**src/rtl/serial_pkg.sv**
```systemverilog
// Shared definitions for the asynchronous serial link (transmitter and the
// matching receiver).
//   - State encoding of the byte-level FSMs.
//   - Default bit time (CLK_DIV) and data width (DATA_W).
package serial_pkg;

  // Default number of clk cycles per serial bit.
  localparam int DEFAULT_CLK_DIV = 16;

  // Default number of data bits per frame.
  localparam int DEFAULT_DATA_W  = 8;

  // FSM state encodings.
  localparam logic [1:0] ST_IDLE  = 2'd0;
  localparam logic [1:0] ST_START = 2'd1;
  localparam logic [1:0] ST_DATA  = 2'd2;
  localparam logic [1:0] ST_STOP  = 2'd3;

  typedef enum logic [1:0] {
    IDLE  = ST_IDLE,
    START = ST_START,
    DATA  = ST_DATA,
    STOP  = ST_STOP
  } serial_state_e;

endpackage

```
**src/rtl/bit_timer.sv**
```systemverilog
// bit_timer: free-running bit-period counter for the serial link.
//   clk      - system clock, posedge
//   rst      - synchronous active-high reset
//   clear    - synchronous clear of the cycle counter
//   bit_tick - high while the counter sits at CLK_DIV-1 (last cycle of a bit)
module bit_timer
  import serial_pkg::*;
#(
  parameter int CLK_DIV = DEFAULT_CLK_DIV
) (
  input  logic clk,
  input  logic rst,
  input  logic clear,
  output logic bit_tick
);

  localparam int CNT_W = (CLK_DIV > 1) ? $clog2(CLK_DIV) : 1;
  localparam logic [CNT_W-1:0] LAST = CNT_W'(CLK_DIV - 1);

  logic [CNT_W-1:0] cnt_q;
  logic [CNT_W-1:0] cnt_d;

  // The counter wraps on its own at LAST, so consecutive bits need no clear.
  always_comb begin
    cnt_d = cnt_q + CNT_W'(1);
    if (clear || (cnt_q == LAST)) begin
      cnt_d = '0;
    end
  end

  always_ff @(posedge clk) begin
    if (rst) begin
      cnt_q <= '0;
    end else begin
      cnt_q <= cnt_d;
    end
  end

  assign bit_tick = (cnt_q == LAST);

endmodule

```
**src/rtl/serial_byte_tx.sv**
```systemverilog
// serial_byte_tx: parallel-to-serial byte transmitter.
// Frame layout: start bit (0), DATA_W data bits LSB first, stop bit (1).
// Each bit lasts CLK_DIV clk cycles.
//   clk      - system clock, posedge
//   rst      - synchronous active-high reset
//   tx_start - one-cycle send request, accepted only while busy=0
//   tx_data  - word to send, sampled on the accepting edge
//   tx       - serial line, idles high (registered)
//   busy     - high from the accepting edge until frame end (registered)
//   tx_done  - one-cycle pulse at frame completion (registered)
module serial_byte_tx
  import serial_pkg::*;
#(
  parameter int CLK_DIV = DEFAULT_CLK_DIV,
  parameter int DATA_W  = DEFAULT_DATA_W
) (
  input  logic              clk,
  input  logic              rst,
  input  logic              tx_start,
  input  logic [DATA_W-1:0] tx_data,
  output logic              tx,
  output logic              busy,
  output logic              tx_done
);

  localparam int BIT_W = $clog2(DATA_W + 1);
  localparam logic [BIT_W-1:0] LAST_BIT = BIT_W'(DATA_W - 1);

  serial_state_e     state_q, state_d;
  logic [DATA_W-1:0] shift_q, shift_d;
  logic [BIT_W-1:0]  bit_cnt_q, bit_cnt_d;
  logic              tx_q, tx_d;
  logic              busy_q, busy_d;
  logic              tx_done_q, tx_done_d;
  logic              timer_clear;
  logic              bit_tick;
  logic [DATA_W-1:0] shift_next;

  // Holding the timer cleared while idle makes every bit period start
  // exactly at the accepting edge.
  bit_timer #(
    .CLK_DIV (CLK_DIV)
  ) u_bit_timer (
    .clk      (clk),
    .rst      (rst),
    .clear    (timer_clear),
    .bit_tick (bit_tick)
  );

  assign shift_next = shift_q >> 1;

  // Outputs are registered, so tx_d carries the level the line must show
  // after the edge on which the state changes.
  always_comb begin
    state_d     = state_q;
    shift_d     = shift_q;
    bit_cnt_d   = bit_cnt_q;
    tx_d        = tx_q;
    busy_d      = busy_q;
    tx_done_d   = 1'b0;
    timer_clear = 1'b0;

    unique case (state_q)
      IDLE: begin
        tx_d        = 1'b1;
        busy_d      = 1'b0;
        timer_clear = 1'b1;
        if (tx_start) begin
          shift_d = tx_data;
          state_d = START;
          tx_d    = 1'b0;
          busy_d  = 1'b1;
        end
      end

      START: begin
        if (bit_tick) begin
          state_d   = DATA;
          bit_cnt_d = '0;
          tx_d      = shift_q[0];
        end
      end

      DATA: begin
        if (bit_tick) begin
          shift_d   = shift_next;
          bit_cnt_d = bit_cnt_q + BIT_W'(1);
          if (bit_cnt_q == LAST_BIT) begin
            state_d = STOP;
            tx_d    = 1'b1;
          end else begin
            tx_d    = shift_next[0];
          end
        end
      end

      STOP: begin
        if (bit_tick) begin
          state_d   = IDLE;
          tx_d      = 1'b1;
          busy_d    = 1'b0;
          tx_done_d = 1'b1;
        end
      end

      default: begin
        state_d = IDLE;
      end
    endcase
  end

  always_ff @(posedge clk) begin
    if (rst) begin
      state_q   <= IDLE;
      shift_q   <= '0;
      bit_cnt_q <= '0;
      tx_q      <= 1'b1;
      busy_q    <= 1'b0;
      tx_done_q <= 1'b0;
    end else begin
      state_q   <= state_d;
      shift_q   <= shift_d;
      bit_cnt_q <= bit_cnt_d;
      tx_q      <= tx_d;
      busy_q    <= busy_d;
      tx_done_q <= tx_done_d;
    end
  end

  assign tx      = tx_q;
  assign busy    = busy_q;
  assign tx_done = tx_done_q;

endmodule
```
**config.mk**
```make
export PLATFORM = sky130hd
export DESIGN_NAME = serial_byte_tx
export DESIGN_NICKNAME = d
export VERILOG_FILES = /design/src/rtl/serial_pkg.sv /design/src/rtl/bit_timer.sv /design/src/rtl/serial_byte_tx.sv
export SDC_FILE = /design/constraint.sdc
export NUM_CORES = 1
export LEC_CHECK = 0
export ABC_AREA = 1
export CELL_PAD_IN_SITES_DETAIL_PLACEMENT = 2
export CELL_PAD_IN_SITES_GLOBAL_PLACEMENT = 2
export CORE_MARGIN = 2
export CORE_UTILIZATION = 32
export CTS_CLUSTER_SIZE = 12
export DETAILED_ROUTE_END_ITERATION = 8
export GPL_TIMING_DRIVEN = 0
export PLACE_DENSITY_LB_ADDON = 0.1
export SETUP_SLACK_MARGIN = 0.2
export SLEW_MARGIN = 25
export SYNTH_ARGS = -nofsm -noshare
export SYNTH_HDL_FRONTEND = slang
export SYNTH_SLANG_ARGS = --single-unit
```
**constraint.sdc**
```tcl
create_clock -name clk -period 2.2 [get_ports clk]
set_input_delay 0.33 -clock clk [delete_from_list [all_inputs] [get_ports clk]]
set_output_delay 0.33 -clock clk [all_outputs]
set_load 0.05 [all_outputs]
```
==> results of run 1 <==
[final timing paths]
path	start	endpoint	slack (ns)	depth (start not counted)
worst max-delay path	tx	tx	0.39	1
worst min-delay path	u_bit_timer.cnt_q[0]	u_bit_timer.cnt_q[0]	0.47	1
worst max register to register	state_q[0]	shift_q[4]	0.54	8
worst min register to register	u_bit_timer.cnt_q[0]	u_bit_timer.cnt_q[0]	0.47	1
[flip-flops by register name, summed over array words and instances, names as in the netlist]
name / cells
shift_q: 8
busy: 1
u_bit_timer.cnt_q: 4
bit_cnt_q: 4
tx: 1
state_q: 2
tx_done: 1
[synth_stat cells, types with 2 or more instances]
cell type,instances
buf_2,2
nand2_2,2
ha_1,7
nand2_1,39
o21ai_0,3
dfxtp_1,21
a21boi_0,5
nand4_1,5
nor2_1,21
inv_1,19
nand3_1,14
or2_2,2
a21oi_1,13
[power groups by stage]
stage          sequential [mW]  clock, mW  combinational (mW)
4_1_cts                  0.559      0.207                1.05
5_1_grt                  0.571      0.231                1.17
2_1_floorplan            0.602          0               0.695
6_report                 0.556      0.197                1.03
3_3_place_gp             0.555          0               0.968
3_5_place_dp             0.567          0                1.05
[per-layer routing]
layer / share of wire, % / up-vias / track usage [%] / routed length [µm]
met2: 52 / 11 / 32.9 / 1720
met5: 0 / - / 0 / 0
met4: 1.4 / 0 / 5.71 / 45
met1: 44 / 523 / 21.5 / 1460
met3: 1.8 / 5 / 2.50 / 58
li1: - / 550 / - / -
[kinds of logic after synthesis]
| kind of cell | after synthesis | synth area share, % |
|---|---|---|
| flip-flops | 21 | 37.3 |
| AND/OR/NAND/NOR | 86 | 33.1 |
| AO/OA/AOI/OAI | 23 | 11.8 |
| XOR/XNOR | 1 | 0.778 |
| adder cells (fa/ha/maj) | 7 | 7.78 |
| buffers and inverters | 24 | 9.22 |
[metrics by stage]
step	total power [mW]	hold WS, ns	setup slack [ns]	std cells	util, %
2_1_floorplan	1.30	0.399	0.869	162	-
3_3_place_gp	1.52	0.431	0.468	221	39.1
3_5_place_dp	1.61	0.460	0.448	221	39.1
4_1_cts	1.82	0.480	0.376	225	39.8
5_1_grt	1.97	0.497	0.316	225	39.8
6_report	1.78	0.469	0.390	225	39.8
[layout make-up]
class                   instances  area [µm²]  share of cell area (%)
repair buffers                 13         130                    9.71
well taps                      46        57.6                    4.30
inverters                      20        75.1                    5.60
clock buffers                   4        26.3                    1.96
flip-flops and latches         21         420                    31.4
plain buffers                   4        28.8                    2.15
multi-input cells             117         602                    44.9
==> run_results.csv, run 1 <==
group,metric,value,unit
outcome,outcome,"finished, final reports clean",
grt,grt_max_degree,12,
placement,place_congestion,0.750,
clock_tree,root_buffer,"clkbuf_4",
clock_tree,cts_inserted_buffers,3,
clock_tree,clockBufferDepth,2,
floorplanning,dieHeight,63.3,µm
clock_tree,ctsResizeCount,0,
grt,grt_antenna_before_repair,0,
power,peakVddDrop,0.479,mV
floorplanning,initial_core_util,33.5,%
finish,drive_above_1_share,7.82,%
route,drt-wirelength-per-cell,14.6,µm
floorplanning,io_pins,14,
route,vias_per_cell,4.84,
finish,antenna_cells,0,
sta,tightest_slew,0.501,ns
sta,finalSetupViolations,0,
sta,skew,0.00267,ns
power,seqPwrFrac,31.3,%
grt,grt_pass1_vias,1251,
power,p_leak,0.629,nW
clock_tree,htreeDepth,1,
clock_tree,cts_tree,"yes",
route,dr.pass1.iters,4,
synthesis,ys_ff_latch,21,
placement,dpl_cell_area,0.00131,mm²
synthesis,synth.distinct_cells,22,
clock_tree,insertion_delay,0.31,ns
synthesis,yosys_warnings,0,
synthesis,syn_area,0.00113,mm²
sta,fin_setup_tns,0,ns
finish,filler_cell_count,425,
finish,layout_commonest_cell,"nand2_1",
finish,final_cell_mix,"nand2_1 (39), nor2_1 (21), dfxtp_1 (21), inv_1 (19), nand3_1 (14)",
sta,slew_violations,0,
route,drt_iter0_markers,19,
synthesis,synth_nets,180,
synthesis,syn_avg_cell_area,6.95,µm²
synthesis,async_flop_share,0,%
critical_path,critPathMaxStageDelay,0.81,ns
sta,rsz0062_at_grt,"false",
sta,finalHoldViolCount,0,
floorplanning,rows,21,
route,ant_nets,0,
clock_tree,cts_hold_buf,0,
floorplanning,die_w,63.3,µm
critical_path,critPathArrivalTime,1.48,ns
power,p_int,0.922,mW
clock_tree,clkSinkCount,21,
floorplanning,die_area,0.00401,mm²
critical_path,cp_max_fo,2,
finish,finalNetCount,198,
power,swShare,48.1,%
power,p_clk_share,11.1,%
synthesis,synth_edf_count,0,
power,p_per_area,1330,mW/mm²
finish,final_area,0.00134,mm²
route,vias,1089,
critical_path,worst_path_max_delay_cell,"clkdlybuf4s50_1",
clock_tree,cts_setup_buffers,0,
synthesis,ys.flop_type,"dfxtp_1",
job,drv_cap,0,
sta,post-route-period-util,82.3,%
synthesis,yosys-top-cells-area,"dfxtp_1 (37%), nand2_1 (13%), ha_1 (7.8%), nor2_1 (7.0%), inv_1 (6.3%)",
placement,port_buffers,13,
critical_path,crit_type,"flop to output port",
synthesis,synth_top_cell_area_share,37.3,%
critical_path,worstSetupStartpointType,"flop",
power,p_switching,0.856,mW
route,route.detailed.drc,0,
placement,place_hpwl,2.60,mm
finish,area_delta_synth_final,19.0,%
critical_path,crit_path_end_kind,"output port",
synthesis,yosys.area.top_type,"dfxtp_1",
critical_path,path_delay_family,"buffers and inverters",
sta,period_needed,1.81,ns
sta,relSlewSlack,66.5,%
critical_path,cp_cell_sequence,"clkdlybuf4s50_1",
grt,track_usage,18.0,%
floorplanning,core,0.00336,mm²
critical_path,worstPathRequired,1.87,ns
power,pwr-share-comb,57.7,%
grt,gr-total-overflow,0,
clock_tree,path_clk_slew,0.12,ns
worst_hold_path,min_path_type,"flop to flop",
critical_path,cp_num_buf_inv,1,
grt,grt_pass1_wl,5.74,mm
sta,max_clock_freq,552,MHz
route,drt-total-wl,3.29,mm
synthesis,ys_seq_area_share,37.3,%
synthesis,netlist_instances,162,
No activity file was read; power rests on OpenSTA's default activity.
==> inputs of run 2 (changes only) <==
--- a/config.mk
+++ b/config.mk
@@ -9,7 +9,7 @@
 export CELL_PAD_IN_SITES_DETAIL_PLACEMENT = 2
 export CELL_PAD_IN_SITES_GLOBAL_PLACEMENT = 2
 export CORE_MARGIN = 2
-export CORE_UTILIZATION = 32
+export CORE_UTILIZATION = 30
 export CTS_CLUSTER_SIZE = 12
 export DETAILED_ROUTE_END_ITERATION = 8
 export GPL_TIMING_DRIVEN = 0
==> constraint.sdc (replaced) <==
create_clock -name clk -period 1.7 [get_ports clk]
set_input_delay 0.255 -clock clk [delete_from_list [all_inputs] [get_ports clk]]
set_output_delay 0.255 -clock clk [all_outputs]
set_load 0.05 [all_outputs]
==> run 2 against run 1 <==
Final cell count is 2.2% higher. Critical path depth stayed put. Sequential share of layout area is 2.2 points lower. Register-to-register slack worse by 0.21 ns. Final area is 8.2% higher. Critical path type unchanged. Critical endpoint unchanged.
==> run_results.csv, run 2 (synthesized netlist as in run 1, its figures left out) <==
group,metric,value,unit
floorplanning,core,0.00363,mm²
floorplanning,die_area,0.00426,mm²
power,p_total,2.55,mW
grt,grt_antenna_before_repair,0,
sta,rsz0062_at_grt,"true",
clock_tree,path_clk_slew,0.08,ns
worst_hold_path,min_path_type,"flop to flop",
sta,relSlewSlack,66.3,%
route,drt-total-wl,3.24,mm
sta,post-route-period-util,81.9,%
clock_tree,cts_tree,"yes",
finish,seqCellArea,423,µm²
placement,place_ws,-0.000320,ns
critical_path,worst_path_max_delay_cell,"dlygate4sd2_1",
clock_tree,htreeDepth,1,
power,peakVddDrop,0.561,mV
sta,setup_ws,0.307,ns
route,drt_iter0_markers,37,
sta,finalSetupViolations,0,
finish,finalNetCount,201,
grt,grt_pass1_wl,5.67,mm
grt,grt_pass1_vias,1185,
clock_tree,cts_inserted_buffers,3,
finish,drive_above_1_share,15.9,%
critical_path,cp_num_buf_inv,1,
clock_tree,insertion_delay,0.26,ns
sta,fin_setup_tns,0,ns
sta,slew_violations,0,
clock_tree,cts_hold_buf,0,
route,route.detailed.drc,0,
placement,place_hpwl,2.48,mm
grt,grt_max_degree,12,
critical_path,cp_cell_sequence,"dlygate4sd2_1",
placement,port_buffers,13,
floorplanning,io_pins,14,
sta,skew,0.00280,ns
route,dr.pass1.iters,4,
critical_path,crit_path_end_kind,"output port",
sta,max_clock_freq,718,MHz
outcome,outcome,"finished, final reports clean",
route,vias,1113,
grt,gr-total-overflow,0,
finish,largest-register,"shift_q",
critical_path,crit_type,"flop to output port",
route,ant_nets,0,
floorplanning,initial_core_util,31.0,%
clock_tree,root_buffer,"clkbuf_8",
critical_path,path_delay_family,"buffers and inverters",
critical_path,worstPathRequired,1.44,ns
job,drv_cap,0,
route,drt-wirelength-per-cell,14.1,µm
finish,fin_util,39.9,%
finish,largestRegisters,"shift_q x8, bit_cnt_q x4, u_bit_timer.cnt_q x4",
finish,final_cell_mix,"nand2_1 (37), nor2_1 (20), dfxtp_1 (19), inv_1 (17)",
critical_path,critPathArrivalTime,1.14,ns
grt,track_usage,17.7,%
critical_path,cp_max_fo,2,
sta,tightest_slew,0.508,ns
critical_path,worstSetupStartpointType,"flop",
finish,filler_cell_count,453,
finish,area_delta_synth_final,28.8,%
finish,layout_commonest_cell,"nand2_1",
placement,place_congestion,0.727,
power,p_per_area,1760,mW/mm²
floorplanning,rows,22,
sta,finalHoldViolCount,0,
floorplanning,dieHeight,65.3,µm
clock_tree,clockBufferDepth,2,
critical_path,critPathMaxStageDelay,0.54,ns
sta,period_needed,1.39,ns
route,vias_per_cell,4.84,
finish,antenna_cells,0,
finish,largest_reg_flops,8,
finish,multi_input_area,662,µm²
power,p_leak,0.662,nW
floorplanning,die_w,65.3,µm
clock_tree,clkSinkCount,21,
## run 2: changes by cell type in the layout (fill, tap and decap cells not counted), sizes merged
cell,delta
dlygate4sd2,+3
clkdlybuf4s50,-3
buf,+3
## run 2: area by class of cell
type | count | area share [%]
Multi-Input combinational cell | 117 | 45.6
Sequential cell | 21 | 29.2
Timing Repair Buffer | 16 | 10.3
Inverter | 20 | 5.52
Tap cell | 48 | 4.14
Clock buffer | 4 | 3.11
Buffer | 4 | 2.16
## run 2: worst paths after layout
path | startpoint | to | slack (ns) | cells past startpoint
max reg2reg | state_q[0] | shift_q[4] | 0.33 | 8
max | tx | tx | 0.31 | 1
min | shift_q[4] | shift_q[4] | 0.49 | 2
min reg2reg | shift_q[4] | shift_q[4] | 0.49 | 2
## run 2: timing repair
item / 4_1_cts / 5_1_grt
setup endpoints to repair: 16 / 12
pin swaps: 1 / 3
resized for setup: 13 / 13
setup buffers: 2 / 1
hold endpoints to repair: 0 / 0
## run 2: metrics by stage
step / cell area, µm² / hold WS (ns) / cells
2_1_floorplan: 1130 / 0.324 / 162
3_3_place_gp: 1320 / 0.430 / 223
3_5_place_dp: 1320 / 0.458 / 223
4_1_cts: 1400 / 0.474 / 229
5_1_grt: 1450 / 0.519 / 230
6_report: 1450 / 0.491 / 230
## run 2: where the power goes
group | internal [mW] | switching [mW]
clock | 0.167 | 0.168
combinational | 0.569 | 0.907
sequential | 0.641 | 0.0985
total | 1.38 | 1.17
## run 2: metal layers
layer	up-vias	part of all wire (%)	global-route usage (%)
met5	-	0	0
met4	0	1.4	6.25
met3	5	2.2	2.74
met2	11	47	29.6
met1	536	49	23.0
li1	561	-	-
==> inputs of run 3 (changes only) <==
==> constraint.sdc (replaced) <==
create_clock -name clk -period 1.4 [get_ports clk]
set_input_delay 0.21 -clock clk [delete_from_list [all_inputs] [get_ports clk]]
set_output_delay 0.21 -clock clk [all_outputs]
set_load 0.05 [all_outputs]
==> run 3 against run 2 <==
The run now ends with negative setup slack left. Sequential power increased by 27%. Final area grew 18%. Non-clock buffer count is 13 higher. Sequential cell count did not move. Global-route usage grew 3.5 points. Sequential share of layout area fell by 4.1 points. Critical path depth increased by 7. First-iteration DRC count down 43%. Count of clock-buffer cells in the layout is the same. Utilization rose by 7.0 points. Clock skew rose by 0.0024 ns. Combinational power up 76%. Critical path type is now flop to flop. Highest routed layer unchanged.
==> run_results.csv, run 3 (synthesized netlist as in run 1, its figures left out) <==
group,metric,value,unit
outcome,outcome,"finished, violations left",
outcome,violations,"negative setup slack",
sta,period_needed,1.51,ns
finish,layoutNonFillerInstCount,243,
sta,skew,0.00519,ns
sta,slew_violations,0,
clock_tree,path_clk_slew,0.08,ns
clock_tree,insertion_delay,0.27,ns
finish,multi_input_area,795,µm²
power,p_switching,1.85,mW
finish,area_delta_synth_final,51.4,%
power,swShare,46.6,%
sta,finalHoldViolCount,0,
route,vias_per_cell,4.94,
placement,place_ws,-0.144,ns
route,route.detailed.drc,0,
grt,grt_antenna_before_repair,0,
finish,seqCellArea,428,µm²
sta,fin_setup_tns,-0.440,ns
job,drv_cap,0,
finish,finalNetCount,214,
floorplanning,rows,22,
critical_path,critPathArrivalTime,1.67,ns
clock_tree,clockBufferDepth,2,
finish,final_cell_mix,"nand2_1 (32), dfxtp_1 (19), nor2_1 (17), inv_1 (16), buf_4 (12)",
sta,post-route-period-util,108,%
power,p_int,2.12,mW
worst_hold_path,min_path_type,"flop to flop",
route,drt-total-wl,4.30,mm
sta,tightest_slew,0.285,ns
power,p_leak,0.743,nW
floorplanning,io_pins,14,
finish,drive_above_1_share,35.9,%
finish,fin_util,46.9,%
grt,grt_pass1_vias,1310,
critical_path,reg2reg_slack,-0.11,ns
finish,largest-register,"shift_q",
route,vias,1200,
critical_path,r2r_end,"shift_q[0]",
clock_tree,cts_tree,"yes",
grt,grt_max_degree,12,
clock_tree,htreeDepth,1,
route,ant_nets,0,
grt,grt_pass1_wl,6.67,mm
route,dr.pass1.iters,4,
power,p_per_area,2330,mW/mm²
finish,largest_reg_flops,8,
sta,rsz0062_at_grt,"true",
power,pwr-share-comb,65.8,%
clock_tree,root_buffer,"clkbuf_8",
floorplanning,core,0.00363,mm²
finish,largestRegisters,"shift_q x8, bit_cnt_q x4, u_bit_timer.cnt_q x4",
route,drt-wirelength-per-cell,17.7,µm
critical_path,r2r-start,"state_q[0]",
floorplanning,dieHeight,65.3,µm
clock_tree,clkSinkCount,21,
finish,antenna_cells,0,
critical_path,reg2reg_depth,8,
placement,place_congestion,0.716,
sta,finalSetupViolations,10,
grt,gr-total-overflow,0,
route,drt_iter0_markers,21,
critical_path,worstSetupStartpointType,"flop",
placement,place_hpwl,2.43,mm
placement,port_buffers,13,
critical_path,worstSetupEndpoint,"shift_q[0]",
clock_tree,cts_inserted_buffers,3,
floorplanning,die_w,65.3,µm
critical_path,crit_path_end_kind,"flop",
floorplanning,initial_core_util,31.0,%
placement,dp.cells,223,
finish,filler_cell_count,422,
critical_path,worstPathRequired,1.56,ns
sta,relSlewSlack,81.0,%
critical_path,crit_type,"flop to flop",
finish,layout_commonest_cell,"nand2_1",
grt,track_usage,21.2,%
power,p_clk_share,10.6,%
critical_path,cp_max_fo,5,
sta,max_clock_freq,663,MHz
critical_path,cp-startpoint,"state_q[0]",
power,seqPwrFrac,23.6,%
floorplanning,die_area,0.00426,mm²
power,peakVddDrop,1.07,mV
sta,setup_ws,-0.107,ns
## run 3: routing by layer
layer | vias to the layer above | track usage (%) | wire (µm)
met5 | - | 0 | 0
met4 | 0 | 10.2 | 90
met3 | 9 | 2.40 | 59
met2 | 13 | 39.7 | 2400
met1 | 593 | 23.5 | 1750
li1 | 585 | - | -
## run 3: worst min-delay path by stage
stage                               from                    to  slack, ns  depth (start not counted)
finish              u_bit_timer.cnt_q[0]  u_bit_timer.cnt_q[0]       0.49                          1
global route        u_bit_timer.cnt_q[0]  u_bit_timer.cnt_q[0]       0.52                          1
CTS                           shift_q[4]            shift_q[4]       0.49                          2
detailed placement  u_bit_timer.cnt_q[0]  u_bit_timer.cnt_q[0]       0.45                          1
global placement    u_bit_timer.cnt_q[0]  u_bit_timer.cnt_q[0]       0.43                          1
floorplan                            rst          bit_cnt_q[1]       0.28                          1
## run 3: area by class of cell
type | instances | area share (%)
buffer | 4 | 2.27
tap | 48 | 3.52
multi-input combinational | 117 | 46.6
timing repair buffer | 29 | 14.7
clock buffer | 4 | 2.64
inverter | 20 | 5.21
sequential | 21 | 25.1
## run 3: repair_timing
item,CTS,global route
hold buffers,0,0
gates resized for setup,44,25
endpoints found under the setup margin,19,22
pin swaps,14,18
gates cloned,1,0
setup buffers,10,5
## run 3: critical path, cell delays in order (launching register included)
cell	delay, ns
dfxtp_4	0.37
clkinv_4	0.06
ha_4	0.20
nand4_1	0.18
nand2_2	0.19
buf_4	0.14
nand3_1	0.10
nand2_1	0.10
nor2_1	0.05
## run 3: power by group through the flow
stage	Clock, mW	Combinational [mW]	Sequential (mW)
final	0.420	2.61	0.937
after global routing	0.460	2.87	0.958
after CTS	0.419	2.27	0.923
after detailed placement	0	1.69	0.898
after global placement	0	1.60	0.885
after floorplan	0	1.17	0.961
## run 3: metrics by stage
stage               instance area [µm²]  power [mW]  hold slack [ns]
floorplan                          1160        2.13            0.279
global placement                   1350        2.49            0.426
detailed placement                 1350        2.59            0.446
CTS                                1610        3.61            0.492
global route                       1710        4.28            0.516
finish                             1710        3.97            0.490
